<file path="src/rtl/fetch_unit_if.sv">
// Bundle between the fetch unit and its surroundings: control-unit redirect,
// downstream stall, instruction-memory read port and the fetched instruction.
interface fetch_unit_if;
    logic        br_sel;
    logic [31:0] alu_data;
    logic        stall;
    logic        imem_req;
    logic [31:0] imem_addr;
    logic        imem_rvalid;
    logic [31:0] imem_rdata;
    logic [31:0] inst;
    logic        inst_valid;
    logic [31:0] pc;
    logic [31:0] pc_four;
    logic        misalign_err;
    logic [31:0] fetch_cnt;

    modport master (
        input  br_sel, alu_data, stall, imem_rvalid, imem_rdata,
        output imem_req, imem_addr, inst, inst_valid, pc, pc_four,
        misalign_err, fetch_cnt
    );

    modport slave (
        output br_sel, alu_data, stall, imem_rvalid, imem_rdata,
        input  imem_req, imem_addr, inst, inst_valid, pc, pc_four,
        misalign_err, fetch_cnt
    );
endinterface

</file>
<file path="src/rtl/fetch_unit.sv">
// Single-outstanding instruction fetch unit: IDLE/FETCH/WAIT/HOLD/ERROR FSM.
// Optional FETCH_PERF_CNT_EN adds a wrapping retired-instruction counter.
module fetch_unit #(
    parameter logic [31:0] RESET_PC = 32'h0000_0000
) (
    input  logic          clk,
    input  logic          rst,
    fetch_unit_if.master  bus
);
    localparam logic [31:0] NOP = 32'h0000_0013;

    typedef enum logic [2:0] {
        IDLE  = 3'd0,
        FETCH = 3'd1,
        WAIT  = 3'd2,
        HOLD  = 3'd3,
        ERROR = 3'd4
    } state_t;

    state_t      r_state;
    logic        r_imem_req;
    logic [31:0] r_pc;
    logic [31:0] r_pc_four;
    logic [31:0] r_inst;
    logic        r_inst_valid;
    logic        r_misalign_err;

    logic [31:0] w_target;
    logic [31:0] w_next_pc;
    logic        w_misalign;
    logic        w_consume;

    // Next-pc selection; only meaningful on a consume cycle.
    always_comb begin
        w_target  = {bus.alu_data[31:1], 1'b0};
        w_consume = (r_state == HOLD) && !bus.stall;
        if (bus.br_sel) begin
            w_next_pc  = w_target;
            w_misalign = w_target[1];
        end else begin
            w_next_pc  = r_pc + 32'd4;
            w_misalign = 1'b0;
        end
    end

    // Fetch FSM with registered outputs.
    always_ff @(posedge clk) begin
        if (rst) begin
            r_state        <= IDLE;
            r_imem_req     <= 1'b0;
            r_pc           <= RESET_PC;
            r_pc_four      <= RESET_PC + 32'd4;
            r_inst         <= NOP;
            r_inst_valid   <= 1'b0;
            r_misalign_err <= 1'b0;
        end else begin
            case (r_state)
                IDLE: begin
                    r_state    <= FETCH;
                    r_imem_req <= 1'b1;
                end
                FETCH: begin
                    r_state    <= WAIT;
                    r_imem_req <= 1'b0;
                end
                WAIT: begin
                    if (bus.imem_rvalid) begin
                        r_inst       <= bus.imem_rdata;
                        r_inst_valid <= 1'b1;
                        r_state      <= HOLD;
                    end
                end
                HOLD: begin
                    if (w_consume) begin
                        r_inst_valid <= 1'b0;
                        r_inst       <= NOP;
                        if (w_misalign) begin
                            // pc is kept pointing at the offending branch
                            r_misalign_err <= 1'b1;
                            r_state        <= ERROR;
                        end else begin
                            r_pc       <= w_next_pc;
                            r_pc_four  <= w_next_pc + 32'd4;
                            r_imem_req <= 1'b1;
                            r_state    <= FETCH;
                        end
                    end
                end
                ERROR: begin
                    r_imem_req   <= 1'b0;
                    r_inst_valid <= 1'b0;
                    r_inst       <= NOP;
                end
                default: begin
                    r_state      <= ERROR;
                    r_imem_req   <= 1'b0;
                    r_inst_valid <= 1'b0;
                    r_inst       <= NOP;
                end
            endcase
        end
    end

`ifdef FETCH_PERF_CNT_EN
    logic [31:0] r_fetch_cnt;

    // Retired-instruction counter, wraps at 2^32.
    always_ff @(posedge clk) begin
        if (rst) begin
            r_fetch_cnt <= 32'd0;
        end else if (w_consume) begin
            r_fetch_cnt <= r_fetch_cnt + 32'd1;
        end
    end

    assign bus.fetch_cnt = r_fetch_cnt;
`else
    assign bus.fetch_cnt = 32'd0;
`endif

    assign bus.imem_req     = r_imem_req;
    assign bus.imem_addr    = r_pc;
    assign bus.inst         = r_inst;
    assign bus.inst_valid   = r_inst_valid;
    assign bus.pc           = r_pc;
    assign bus.pc_four      = r_pc_four;
    assign bus.misalign_err = r_misalign_err;
endmodule

</file>
<file path="src/flat_wrapper.sv">
// flat-port wrapper written by rule: the top's interface ports become plain ports
module fetch_unit_flat 
#(
    parameter logic [31:0] RESET_PC = 32'h0000_0000
)
  (clk, rst, bus_br_sel, bus_alu_data, bus_stall, bus_imem_rvalid, bus_imem_rdata, bus_imem_req, bus_imem_addr, bus_inst, bus_inst_valid, bus_pc, bus_pc_four, bus_misalign_err, bus_fetch_cnt);
  fetch_unit_if bus_i ();
  input  logic clk;
  input  logic rst;
  input wire logic [$bits(bus_i.br_sel)-1:0] bus_br_sel;
  input wire logic [$bits(bus_i.alu_data)-1:0] bus_alu_data;
  input wire logic [$bits(bus_i.stall)-1:0] bus_stall;
  input wire logic [$bits(bus_i.imem_rvalid)-1:0] bus_imem_rvalid;
  input wire logic [$bits(bus_i.imem_rdata)-1:0] bus_imem_rdata;
  output wire logic [$bits(bus_i.imem_req)-1:0] bus_imem_req;
  output wire logic [$bits(bus_i.imem_addr)-1:0] bus_imem_addr;
  output wire logic [$bits(bus_i.inst)-1:0] bus_inst;
  output wire logic [$bits(bus_i.inst_valid)-1:0] bus_inst_valid;
  output wire logic [$bits(bus_i.pc)-1:0] bus_pc;
  output wire logic [$bits(bus_i.pc_four)-1:0] bus_pc_four;
  output wire logic [$bits(bus_i.misalign_err)-1:0] bus_misalign_err;
  output wire logic [$bits(bus_i.fetch_cnt)-1:0] bus_fetch_cnt;
  assign bus_i.br_sel = bus_br_sel;
  assign bus_i.alu_data = bus_alu_data;
  assign bus_i.stall = bus_stall;
  assign bus_i.imem_rvalid = bus_imem_rvalid;
  assign bus_i.imem_rdata = bus_imem_rdata;
  assign bus_imem_req = bus_i.imem_req;
  assign bus_imem_addr = bus_i.imem_addr;
  assign bus_inst = bus_i.inst;
  assign bus_inst_valid = bus_i.inst_valid;
  assign bus_pc = bus_i.pc;
  assign bus_pc_four = bus_i.pc_four;
  assign bus_misalign_err = bus_i.misalign_err;
  assign bus_fetch_cnt = bus_i.fetch_cnt;
  fetch_unit #(.RESET_PC(RESET_PC)) u_core (.clk(clk), .rst(rst), .bus(bus_i));
endmodule
</file>
<file path="config.mk">
export PLATFORM = sky130hd
export DESIGN_NAME = fetch_unit_flat
export DESIGN_NICKNAME = d
export VERILOG_FILES = /design/src/rtl/fetch_unit_if.sv /design/src/rtl/fetch_unit.sv /design/src/flat_wrapper.sv
export SDC_FILE = /design/constraint.sdc
export NUM_CORES = 1
export LEC_CHECK = 0
export CORE_ASPECT_RATIO = 1.75
export CORE_MARGIN = 5
export CORE_UTILIZATION = 44
export CTS_CLUSTER_DIAMETER = 100
export CTS_CLUSTER_SIZE = 20
export DETAILED_ROUTE_END_ITERATION = 8
export GPL_TIMING_DRIVEN = 0
export PLACE_DENSITY = 0.8
export SYNTH_ARGS = -nofsm -noshare
export SYNTH_HDL_FRONTEND = slang
export SYNTH_SLANG_ARGS = --single-unit
</file>
<file path="constraint.sdc">
create_clock -name clk -period 4.6 [get_ports clk]
set_input_delay 1.38 -clock clk [delete_from_list [all_inputs] [get_ports clk]]
set_output_delay 1.38 -clock clk [all_outputs]
set_load 0.05 [all_outputs]
</file>
### After elaboration in Yosys (flattened, before gate mapping)

Cells that the tools add are included.

| word-level totals | value |
|---|---|
| register bits | 102 |
| bits of input ports | 69 |
| word-level logic and storage cells | 44 |

| operators by class | value |
|---|---|
| add/subtract/negate cells | 2 |
| equal/unequal tests | 7 |
| muxes and demuxes | 15 |
| bitwise logic cells | 4 |
| reductions and logical operators | 9 |

Operators by type and width:

| operator | count |
|---|---|
| $mux W32 | 3 |
| $pmux W32 S3 | 1 |
| $add A32 B3 Y32 const B | 2 |
| $pmux W3 S5 | 1 |
| $reduce_and A3 Y1 | 5 |
| $mux W3 | 3 |
| $eq A3 B2 Y1 const B | 2 |
| $pmux W1 S3 | 2 |
| $mux W1 | 5 |
| $ne A2 B2 Y1 const B | 2 |
| $not A1 Y1 | 4 |
| $eq A3 B1 Y1 const B | 1 |
| $eq A3 B3 Y1 const B | 1 |
| $logic_not A3 Y1 | 1 |
| $ne A2 B1 Y1 const B | 1 |
| $reduce_or A2 Y1 | 1 |
| $logic_and A1 B1 Y1 | 1 |
| $logic_not A1 Y1 | 1 |

### Longest topological paths before layout

Gate-level depths: netlist of the first run.

| logic depth | value |
|---|---|
| depth in word-level cells | 4 |
| depth in mapped cells | 14 |
| gate-level depth less buffers | 10 |

### Worst setup path after synthesis of the first run

No wires, ideal clock.

| path | value |
|---|---|
| path type | input-to-reg |
| start point | input bus_br_sel |
| end point | register u_core.r_pc_four[14] (netlist: u_core.bus.pc_four[14]) |
| data arrival time | 3.931 ns |
| required time | 4.514 ns |
| path slack | 0.583 ns |
| cell stages on the path | 13 |
| path buffers | 4 |
| cell sequence | clkbuf_1 buf_1 clkbuf_1 mux2i_1 inv_1 ha_1 and4_1 clkbuf_1 nand2_1 or2_2 nor4b_1 xor2_1 a211oi_1 |

RTL lines:

| element | line | source |
|---|---|---|
| start, declared | flat_wrapper.sv:10 | `input wire logic [$bits(bus_i.br_sel)-1:0] bus_br_sel;` |
| $mux W32 | fetch_unit.sv:37 | `if (bus.br_sel) begin` |
| named net u_core.w_next_pc[3] | fetch_unit.sv:29 | `logic [31:0] w_next_pc;` |
| $add A32 B3 Y32 | fetch_unit.sv:83 | `r_pc_four <= w_next_pc + 32'd4;` |
| end signal, assigned | fetch_unit.sv:52 | `r_pc_four <= RESET_PC + 32'd4;` |
| end signal, assigned | fetch_unit.sv:83 |  |
| end, declared | fetch_unit.sv:23 | `logic [31:0] r_pc_four;` |

The timed path passes the listed nets, and every way through them passes these cells.
A chain may end at the register's enable or synchronous reset.

### Worst setup path in the final report of the first run

Ends and elaborated chain as after synthesis.

==> results by stage, run 1 <==
Timing:
- On the final layout, the worst hold slack is 448 ps.
- Setup violations remaining at the end of the flow were counted as 0.
- Timing would allow up to roughly 0.24 GHz.
- Setup repair after global routing left no endpoint under its margin.
- Of the available clock period, the critical path in the final layout requires 0.909.
- The number of pins exceeding their max-slew limit in the final report is 0.
- Counting I/O delays and the setup requirement, the final critical path takes 4180 ps.
- For the pin with the worst max-slew slack, the measured transition is 1170 ps.
- The count of final hold-check violations is 0.
- Clock skew on the completed layout was measured at 12.7 ps.
- The worst slew slack as a fraction of its limit is 0.220.

Detailed routing:
- The number of antenna-violating nets in the routed design is 0.
- The DRC marker count from the first detailed-route iteration is 431.
- The routed length per instance is 18.3 um.
- The vias after detailed routing is 6,313.
- The final layout contains routed wiring with a total length of roughly 21,000 um.
- The ratio of routed vias to standard cells is 5.57.
- The number of detailed-route iterations in the first pass is 6.
- After detailed routing, the number of remaining DRC violations is 0.

Placement:
- In this run, placement finished with an instance count of 1,118.
- The number of buffers inserted by port buffering is 194.
- The final RePlAce weighted congestion is 0.979.
- The HPWL reported at the end of detailed placement is 15,900 um.

Worst setup path:
- The critical path goes through dlymetal6s2s_1 > buf_2 > clkbuf_2 > mux2i_1 > inv_1 > ha_1 > and4_1 > clkbuf_1 > nand2_1 > or2_2 > nor4b_1 > xor2_1 > a211oi_1.
- The worst path required time is 4870 ps.
- STA classifies the critical path endpoint as a flop.
- The cell class contributing the biggest share of worst-path delay is buffers and inverters.
- The delay of the slowest cell on the worst path is 370 ps.
- Along the worst path, the maximum fanout reaches 15.
- The startpoint class of the critical path is an input pin.
- Counting both buffers and inverters, the worst setup path holds a total of 5.
- The highest-delay cell along the critical path is sky130_fd_sc_hd__dlymetal6s2s_1.
- The path type of the worst setup path is input pin to flop.
- Data arrives at the worst endpoint at 4450 ps.

Clocking:
- For this design, the sink count on the clock tree is 99.
- TritonCTS built the clock tree.
- The post-CTS setup-driven buffer insertion count is 0.
- The clock latency on the worst-skew pair is 350 ps.
- The maximum buffer depth of the clock tree is 2.
- CTS placed an instance of sky130_fd_sc_hd__clkbuf_16 at the clock tree root.
- The number of levels in the clock H-tree is 3.
- Clock-pin slew was measured on the worst setup and hold paths at 70 ps.
- The number of buffers inserted during clock tree synthesis is 9.

Die:
- The die covers 0.0155 mm2.
- The die span in x is 96.4 um.
- The I/O pin total is 232.
- In this run the standard cell core region covers 0.0129 mm2.
- For this configuration, the core starts out at a cell density of 0.446.
- Measured along the y axis, the die boundary spans 161 um.
- The number of placement rows is 55.

Finish:
- The number of nets in the layout is 1,028.
- The leading cell type in the layout, fill and taps excluded is sky130_fd_sc_hd__clkdlybuf4s50_1.
- The fill cell instance count of the final layout is 1,131.
- The combined flip-flop and latch cell area is 0.00198 mm2.
- Relative to the synthesized area, the layout overhead comes to 45.2%.
- The number of diodes added for antenna fixing is 0.
- The ratio of cells with drive above 1 in the final layout is 0.116.
- The multi-input combinational cells in the finished layout cover a total of 0.00316 mm2.
- Leaving out fill and tap cells, the most frequent cells in the layout are 193 x sky130_fd_sc_hd__clkdlybuf4s50_1, 117 x sky130_fd_sc_hd__nor2_1, 99 x sky130_fd_sc_hd__dfxtp_1.
- After the flow finishes, the layout carries non-filler instances totaling between 1,000 and 1,500.

Pwr:
- The areal power density over the cells is 268 mW/mm2.
- The leakage power is 3.09 nW.
- VDD sags by at most 222 uV.

Synth:
- Sorting the synthesized cells by area gives the leading types as sky130_fd_sc_hd__dfxtp_1 35%, sky130_fd_sc_hd__buf_4 8.8%, sky130_fd_sc_hd__nor2_1 7.6%.
- The portion of synthesized cell area occupied by the leading cell type is 0.345.
- Yosys mapped the design onto 76 distinct sky130hd cell types.
- Counting flops and latches in the post-synthesis netlist gives just under 100.
- The cell type with the largest total area after synthesis is sky130_fd_sc_hd__dfxtp_1.
- For this run, the leading register cell type out of synthesis is sky130_fd_sc_hd__dfxtp_1.
- Counting flops with a built-in enable in the synthesized netlist gives 0.
- The cell count after synthesis came out at between 700 and 800.
- Summing every instance area after synthesis gives approximately 0.0057 mm2.
- For this run, asynchronously set or reset flops after synthesis account for 0.
- The sequential cell area fraction in the yosys report is 0.345.
- Yosys printed 0 warnings.
- The mean instance size in the synthesized netlist is 7.99 um2.

Hold path:
- In this run the worst hold path is classified as flop to flop.

GRT:
- For this run the aggregate overflow at the end of global routing stands at 0.
- For this run, the total global-route usage over all layers was measured as 0.259.
- The first global-routing pass estimated 31,100 um of wire.
- Entering global routing, the biggest net connects 20 pins.
- The number of antenna violations at the first check in global routing came to 0.
- The via count of the first global-routing pass was 6,017.

Status:
- The run finished with clean final reports.

Run:
- Max-cap violations in this run came to 0.
==> path summary, 6_finish.rpt <==
kind | startpoint | endpoint | slack [ps] | cells past startpoint
max | bus_br_sel | u_core.bus.pc_four[14] | 420 | 13
min | u_core.bus.pc_four[2] | u_core.bus.pc_four[2] | 450 | 2
max reg2reg | u_core.bus.imem_addr[2] | u_core.bus.pc_four[28] | 640 | 10
min reg2reg | u_core.bus.pc_four[2] | u_core.bus.pc_four[2] | 450 | 2
==> metrics by stage <==
| stage | TNS (ps) | instance area, um2 | worst slack, ps | util | power [W] |
|---|---|---|---|---|---|
| floorplan | 0 | 5870 | 583 | - | 0.00126 |
| global placement | -13120 | 8030 | -766 | 0.624 | 0.00143 |
| detailed placement | -11430 | 8030 | -766 | 0.624 | 0.00143 |
| CTS | 0 | 8340 | 103 | 0.648 | 0.00224 |
| global route | 0 | 8340 | 149 | 0.648 | 0.00231 |
| finish | 0 | 8340 | 421 | 0.648 | 0.00224 |
==> tightest hold or removal path, cell delays in order, from the launching register on <==
cell	delay, ps
sky130_fd_sc_hd__dfxtp_1	320
sky130_fd_sc_hd__nand2_1	50
sky130_fd_sc_hd__nand2_1	40
==> metal layers <==
metal  wire, um  global-route usage
met5          0                   0
met4       1230               0.154
met3       1650              0.0433
met2      10600               0.455
met1       7290               0.280
==> report_power, final <==
group | switching (W) | internal (W) | leakage, nW
registers | 0.0000223 | 0.000884 | 0.801
clock network | 0.000382 | 0.000437 | 0.152
logic | 0.000323 | 0.000187 | 2.14
==> Yosys cell counts, types with 6 or more instances <==
library cell	instances
sky130_fd_sc_hd__or3_1	6
sky130_fd_sc_hd__mux2i_1	7
sky130_fd_sc_hd__and3_1	9
sky130_fd_sc_hd__o21ai_0	8
sky130_fd_sc_hd__nor2b_1	9
sky130_fd_sc_hd__nand2_1	48
sky130_fd_sc_hd__dfxtp_1	99
sky130_fd_sc_hd__clkbuf_1	32
sky130_fd_sc_hd__a22oi_1	31
sky130_fd_sc_hd__inv_1	7
sky130_fd_sc_hd__nor3_1	13
sky130_fd_sc_hd__a211oi_1	20
sky130_fd_sc_hd__nand3_1	20
sky130_fd_sc_hd__nor4_1	12
sky130_fd_sc_hd__nor2_1	117
sky130_fd_sc_hd__xnor2_1	16
sky130_fd_sc_hd__and4_1	9
sky130_fd_sc_hd__o31ai_1	7
sky130_fd_sc_hd__nand2b_1	15
sky130_fd_sc_hd__nand4_1	13
sky130_fd_sc_hd__a21oi_1	37
sky130_fd_sc_hd__xor2_1	12
sky130_fd_sc_hd__buf_4	67
sky130_fd_sc_hd__buf_2	10
==> flip-flops by register name, summed over array words and instances, names as in the netlist <==
name,cells
u_core.bus.imem_addr,31
u_core.bus.imem_req,1
u_core.bus.inst,32
u_core.bus.inst_valid,1
u_core.bus.misalign_err,1
u_core.bus.pc_four,30
u_core.r_state,3
==> area by class of cell <==
cell class / count / share of cell area
Clock inverter: 7 / 0.0106
Timing Repair Buffer: 194 / 0.233
Multi-Input combinational cell: 532 / 0.379
Clock buffer: 9 / 0.0270
Buffer: 113 / 0.0838
Sequential cell: 99 / 0.238
Inverter: 8 / 0.00360
Tap cell: 171 / 0.0256
==> cell families after synthesis <==
logic type / count (synthesis) / synth area share
xor+xnor: 28 / 0.0427
compound gates: 156 / 0.196
flops: 99 / 0.345
mux: 9 / 0.0161
simple gates: 302 / 0.268
buf+inv: 122 / 0.127
other cells: 1 / 0.000653
fa+ha+maj: 2 / 0.00436
==> repair_timing <==
item                       CTS  global route
hold buffers                 0             0
hold endpoints to repair     0             0
resized for setup            2             1
setup endpoints to repair   15            10
No activity file was read; power rests on OpenSTA's default activity.
==> run 2, diff against run 1 <==
--- a/config.mk
+++ b/config.mk
@@ -7,12 +7,13 @@
 export LEC_CHECK = 0
 export CORE_ASPECT_RATIO = 1.75
 export CORE_MARGIN = 5
-export CORE_UTILIZATION = 44
+export CORE_UTILIZATION = 45
+export CTS_BUF_LIST = sky130_fd_sc_hd__clkbuf_4
 export CTS_CLUSTER_DIAMETER = 100
 export CTS_CLUSTER_SIZE = 20
 export DETAILED_ROUTE_END_ITERATION = 8
 export GPL_TIMING_DRIVEN = 0
-export PLACE_DENSITY = 0.8
+export PLACE_DENSITY = 0.82
 export SYNTH_ARGS = -nofsm -noshare
 export SYNTH_HDL_FRONTEND = slang
 export SYNTH_SLANG_ARGS = --single-unit
==> results by stage, run 2 (synthesis gave the netlist of run 1 again) <==
Die:
- The die span in x came to 95.4 um (-1.0%).
- The I/O pin total was 232 (unchanged).
- The placeable core region was 0.0125 mm2 (-2.9%).
- The number of placement rows is 54 (-1.8%).
- The area of the die came to 0.0152 mm2 (-2.0%).
- The effective utilization at floorplan was 0.460 (+0.0132).
- The vertical die dimension is 159 um (-1.0%).

Finish:
- The number of nets in the layout is 1,028 (unchanged).
- The leading cell type in the layout, fill and taps excluded is sky130_fd_sc_hd__clkdlybuf4s50_1.
- Leaving out fill and tap cells, the most frequent cells in the layout are 194 x sky130_fd_sc_hd__clkdlybuf4s50_1, 117 x sky130_fd_sc_hd__nor2_1, 99 x sky130_fd_sc_hd__dfxtp_1.
- The final cell utilization of the core is 0.654 (+0.00533).
- The area of the multi-input gates is 0.00317 mm2 (+0.20%).
- The number of flip-flops under the largest register name is 32 (unchanged).
- The ratio of cells with drive above 1 in the final layout is 0.119 (+0.00208).
- The signed area change from the synthesized netlist to the final layout is 42.2%.
- The fill cell instance count of the final layout is 1,109 (-1.9%).
- The combined flip-flop and latch cell area is 0.00198 mm2 (unchanged).

Worst setup path:
- In this design, the critical path's most frequently occurring cell is sky130_fd_sc_hd__buf_2.
- The data arrival time of the critical path is 4650 ps (+200 ps).
- The worst-case register-to-register setup slack came to 570 ps (-70 ps).
- The path type of the worst setup path is input pin to flop.
- The terminus of the critical flop-to-flop path is u_core.bus.pc_four[28].
- The worst setup path is launched from an input pin.
- In this run the critical register-to-register path is launched from u_core.bus.imem_addr[2].
- The worst path required time is 4980 ps (+110 ps).
- The worst path buffer plus inverter count is 4 (-1).
- STA classifies the critical path endpoint as a flop.
- The cell depth of the worst flop-to-flop path is 10 (unchanged).
- The cell class contributing the biggest share of worst-path delay is buffers and inverters.
- Walking the worst path, the cells encountered are clkdlybuf4s50_1 > clkbuf_2 > buf_2 > buf_2 > nor2_1 > o41a_1 > a21o_1 > a2111oi_4 > nand4_1 > or4_1 > a311oi_1.
- Among all stages on the critical path, the largest delay is contributed by sky130_fd_sc_hd__clkdlybuf4s50_1.
- Tracing the worst setup path back leads to its startpoint at bus_br_sel.
- The delay of the slowest cell on the worst path is 560 ps (+190 ps).
- The worst-path maximum fanout is 10 (-5).

Detailed routing:
- The number of detailed-route iterations in the first pass is 6 (unchanged).
- The ratio of routed vias to standard cells is 5.53 (-0.79%).
- The routed length per instance is 18.1 um (-1.1%).
- The vias after detailed routing came to 6,252 (-0.97%).
- The DRC marker count from the first detailed-route iteration was 397 (-7.9%).
- The routed wire length is 20,500 um (-1.3%).
- The post-route DRC violation count is 0 (unchanged).
- The number of antenna-violating nets in the routed design is 0 (unchanged).

Timing:
- The time the worst path needs with I/O delays and setup is 4270 ps (+92.3 ps).
- The slew at the pin closest to its max-slew limit is 1070 ps (-95.6 ps).
- The achievable frequency is 0.234 GHz (-2.2%).
- Setup repair after global routing left no endpoint under its margin.
- The minimum hold slack is 456 ps (+7.15 ps).
- The clock skew was 33.9 ps (+21.2 ps).
- The worst slew slack as a fraction of its limit is 0.284 (+0.0638).
- The number of pins exceeding their max-slew limit in the final report is 0 (unchanged).
- The final setup violation count was 0 (unchanged).
- The period utilization is 0.929 (+0.0201).
- The count of final hold-check violations came to 0 (unchanged).

GRT:
- The overall global routing resource usage came to 0.260 (+0.00136).
- The first-pass GRT wire length is 30,700 um (-1.1%).
- The number of antenna violations at the first check in global routing came to 1 (+1).
- The overflow left after global routing is 0 (unchanged).
- The via count of the first global-routing pass is 5,974 (-0.71%).
- The maximum number of pins on one net before global-route repair is 20 (unchanged).

Hold path:
- The number of cells on the worst hold path was 2 (unchanged).
- The worst hold path begins at u_core.bus.pc_four[2].
- The sink of the worst hold path is u_core.bus.pc_four[2].
- In this run the worst hold path is classified as flop to flop.

Pwr:
- The maximum resistive drop on vdd is 166 uV (-25%).
- The leakage power is 3.01 nW (-2.6%).
- The areal power density over the cells is 230 mW/mm2 (-14%).

Placement:
- The HPWL reported at the end of detailed placement came to 16,000 um (+0.76%).
- The number of buffers inserted by port buffering is 194 (unchanged).
- The final RePlAce weighted congestion is 0.957 (-2.3%).

Clocking:
- The number of buffers inserted during clock tree synthesis was 9 (unchanged).
- The maximum buffer depth of the clock tree is 2 (unchanged).
- The post-CTS setup-driven buffer insertion count is 0 (unchanged).
- The number of levels in the clock H-tree is 3 (unchanged).
- The clock latency on the worst-skew pair is 490 ps (+140 ps).
- The root buffer cell chosen for the clock tree is sky130_fd_sc_hd__clkbuf_4.
- The total clock sinks is 99 (unchanged).
- The clock-pin slew on the worst setup and hold paths is 150 ps (+80 ps).
- The TritonCTS clock tree is yes.

Run:
- The number of violations of the max-capacitance limit came to 0 (unchanged).

Status:
- The flow ran to the end, and the final reports show no timing, DRC or antenna violations.
-- run 2: cell count changes in the layout (fill, tap and decap cells not counted), sizes merged --
cell,previous run,this run
clkinv,2,5
bufinv,1,0
diode,0,1
inv,11,10
dlymetal6s2s,1,0
clkdlybuf4s50,193,194
clkinvlp,1,0
clkbuf,41,40
buf,81,82
-- run 2: tightest hold or removal path, stage by stage, from the launching register on --
cell and delay [ps]:
sky130_fd_sc_hd__dfxtp_1 340, sky130_fd_sc_hd__nand2_1 50, sky130_fd_sc_hd__nand2_1 40
-- run 2: what timing repair did --
item	in CTS	in global routing
hold buffers	0	0
gates resized for setup	2	4
setup endpoints to repair	11	8
-- run 2: worst max-delay path by stage --
stage	end	depth (start not counted)	slack [ps]
detailed placement	u_core.bus.pc_four[14]	14	-780
CTS	u_core.bus.pc_four[14]	14	90
global placement	u_core.bus.pc_four[14]	14	-700
floorplan	u_core.bus.pc_four[14]	13	580
global route	u_core.bus.pc_four[14]	13	110
finish	u_core.bus.pc_four[28]	11	330
-- run 2: metal layers --
layer  vias up  wire length [um]  global-route usage
met1      2893              7280               0.281
met4         0              1050               0.141
li1       2961                 -                   -
met3        70              1480              0.0487
met5         -                 0                   0
met2       328             10600               0.462
-- run 2: final cells by class --
cell class,instances,share of cell area
tap,168,0.0257
inverter,8,0.00368
antenna,1,0.000306
multi-input combinational,532,0.387
clock inverter,7,0.00858
timing repair buffer,194,0.238
clock buffer,9,0.00827
sequential,99,0.243
buffer,113,0.0858
-- run 2: report_power, final --
part,leakage [nW],switching [W],internal (W),total (W)
sequential,0.801,0.0000222,0.000886,0.000908
clock,0.0771,0.000338,0.000127,0.000464
combinational,2.13,0.000323,0.000188,0.000511
-- run 2: metrics by stage --
stage               instances  cell area [um2]  setup TNS (ps)  total power [W]  worst slack (ps)
floorplan                 753             5870               0          0.00126               583
global placement         1115             8020           -9590          0.00143              -701
detailed placement       1115             8020          -11470          0.00143              -780
CTS                      1131             8160               0          0.00189              85.8
global route             1131             8170               0          0.00195               109
finish                   1131             8170               0          0.00188               328
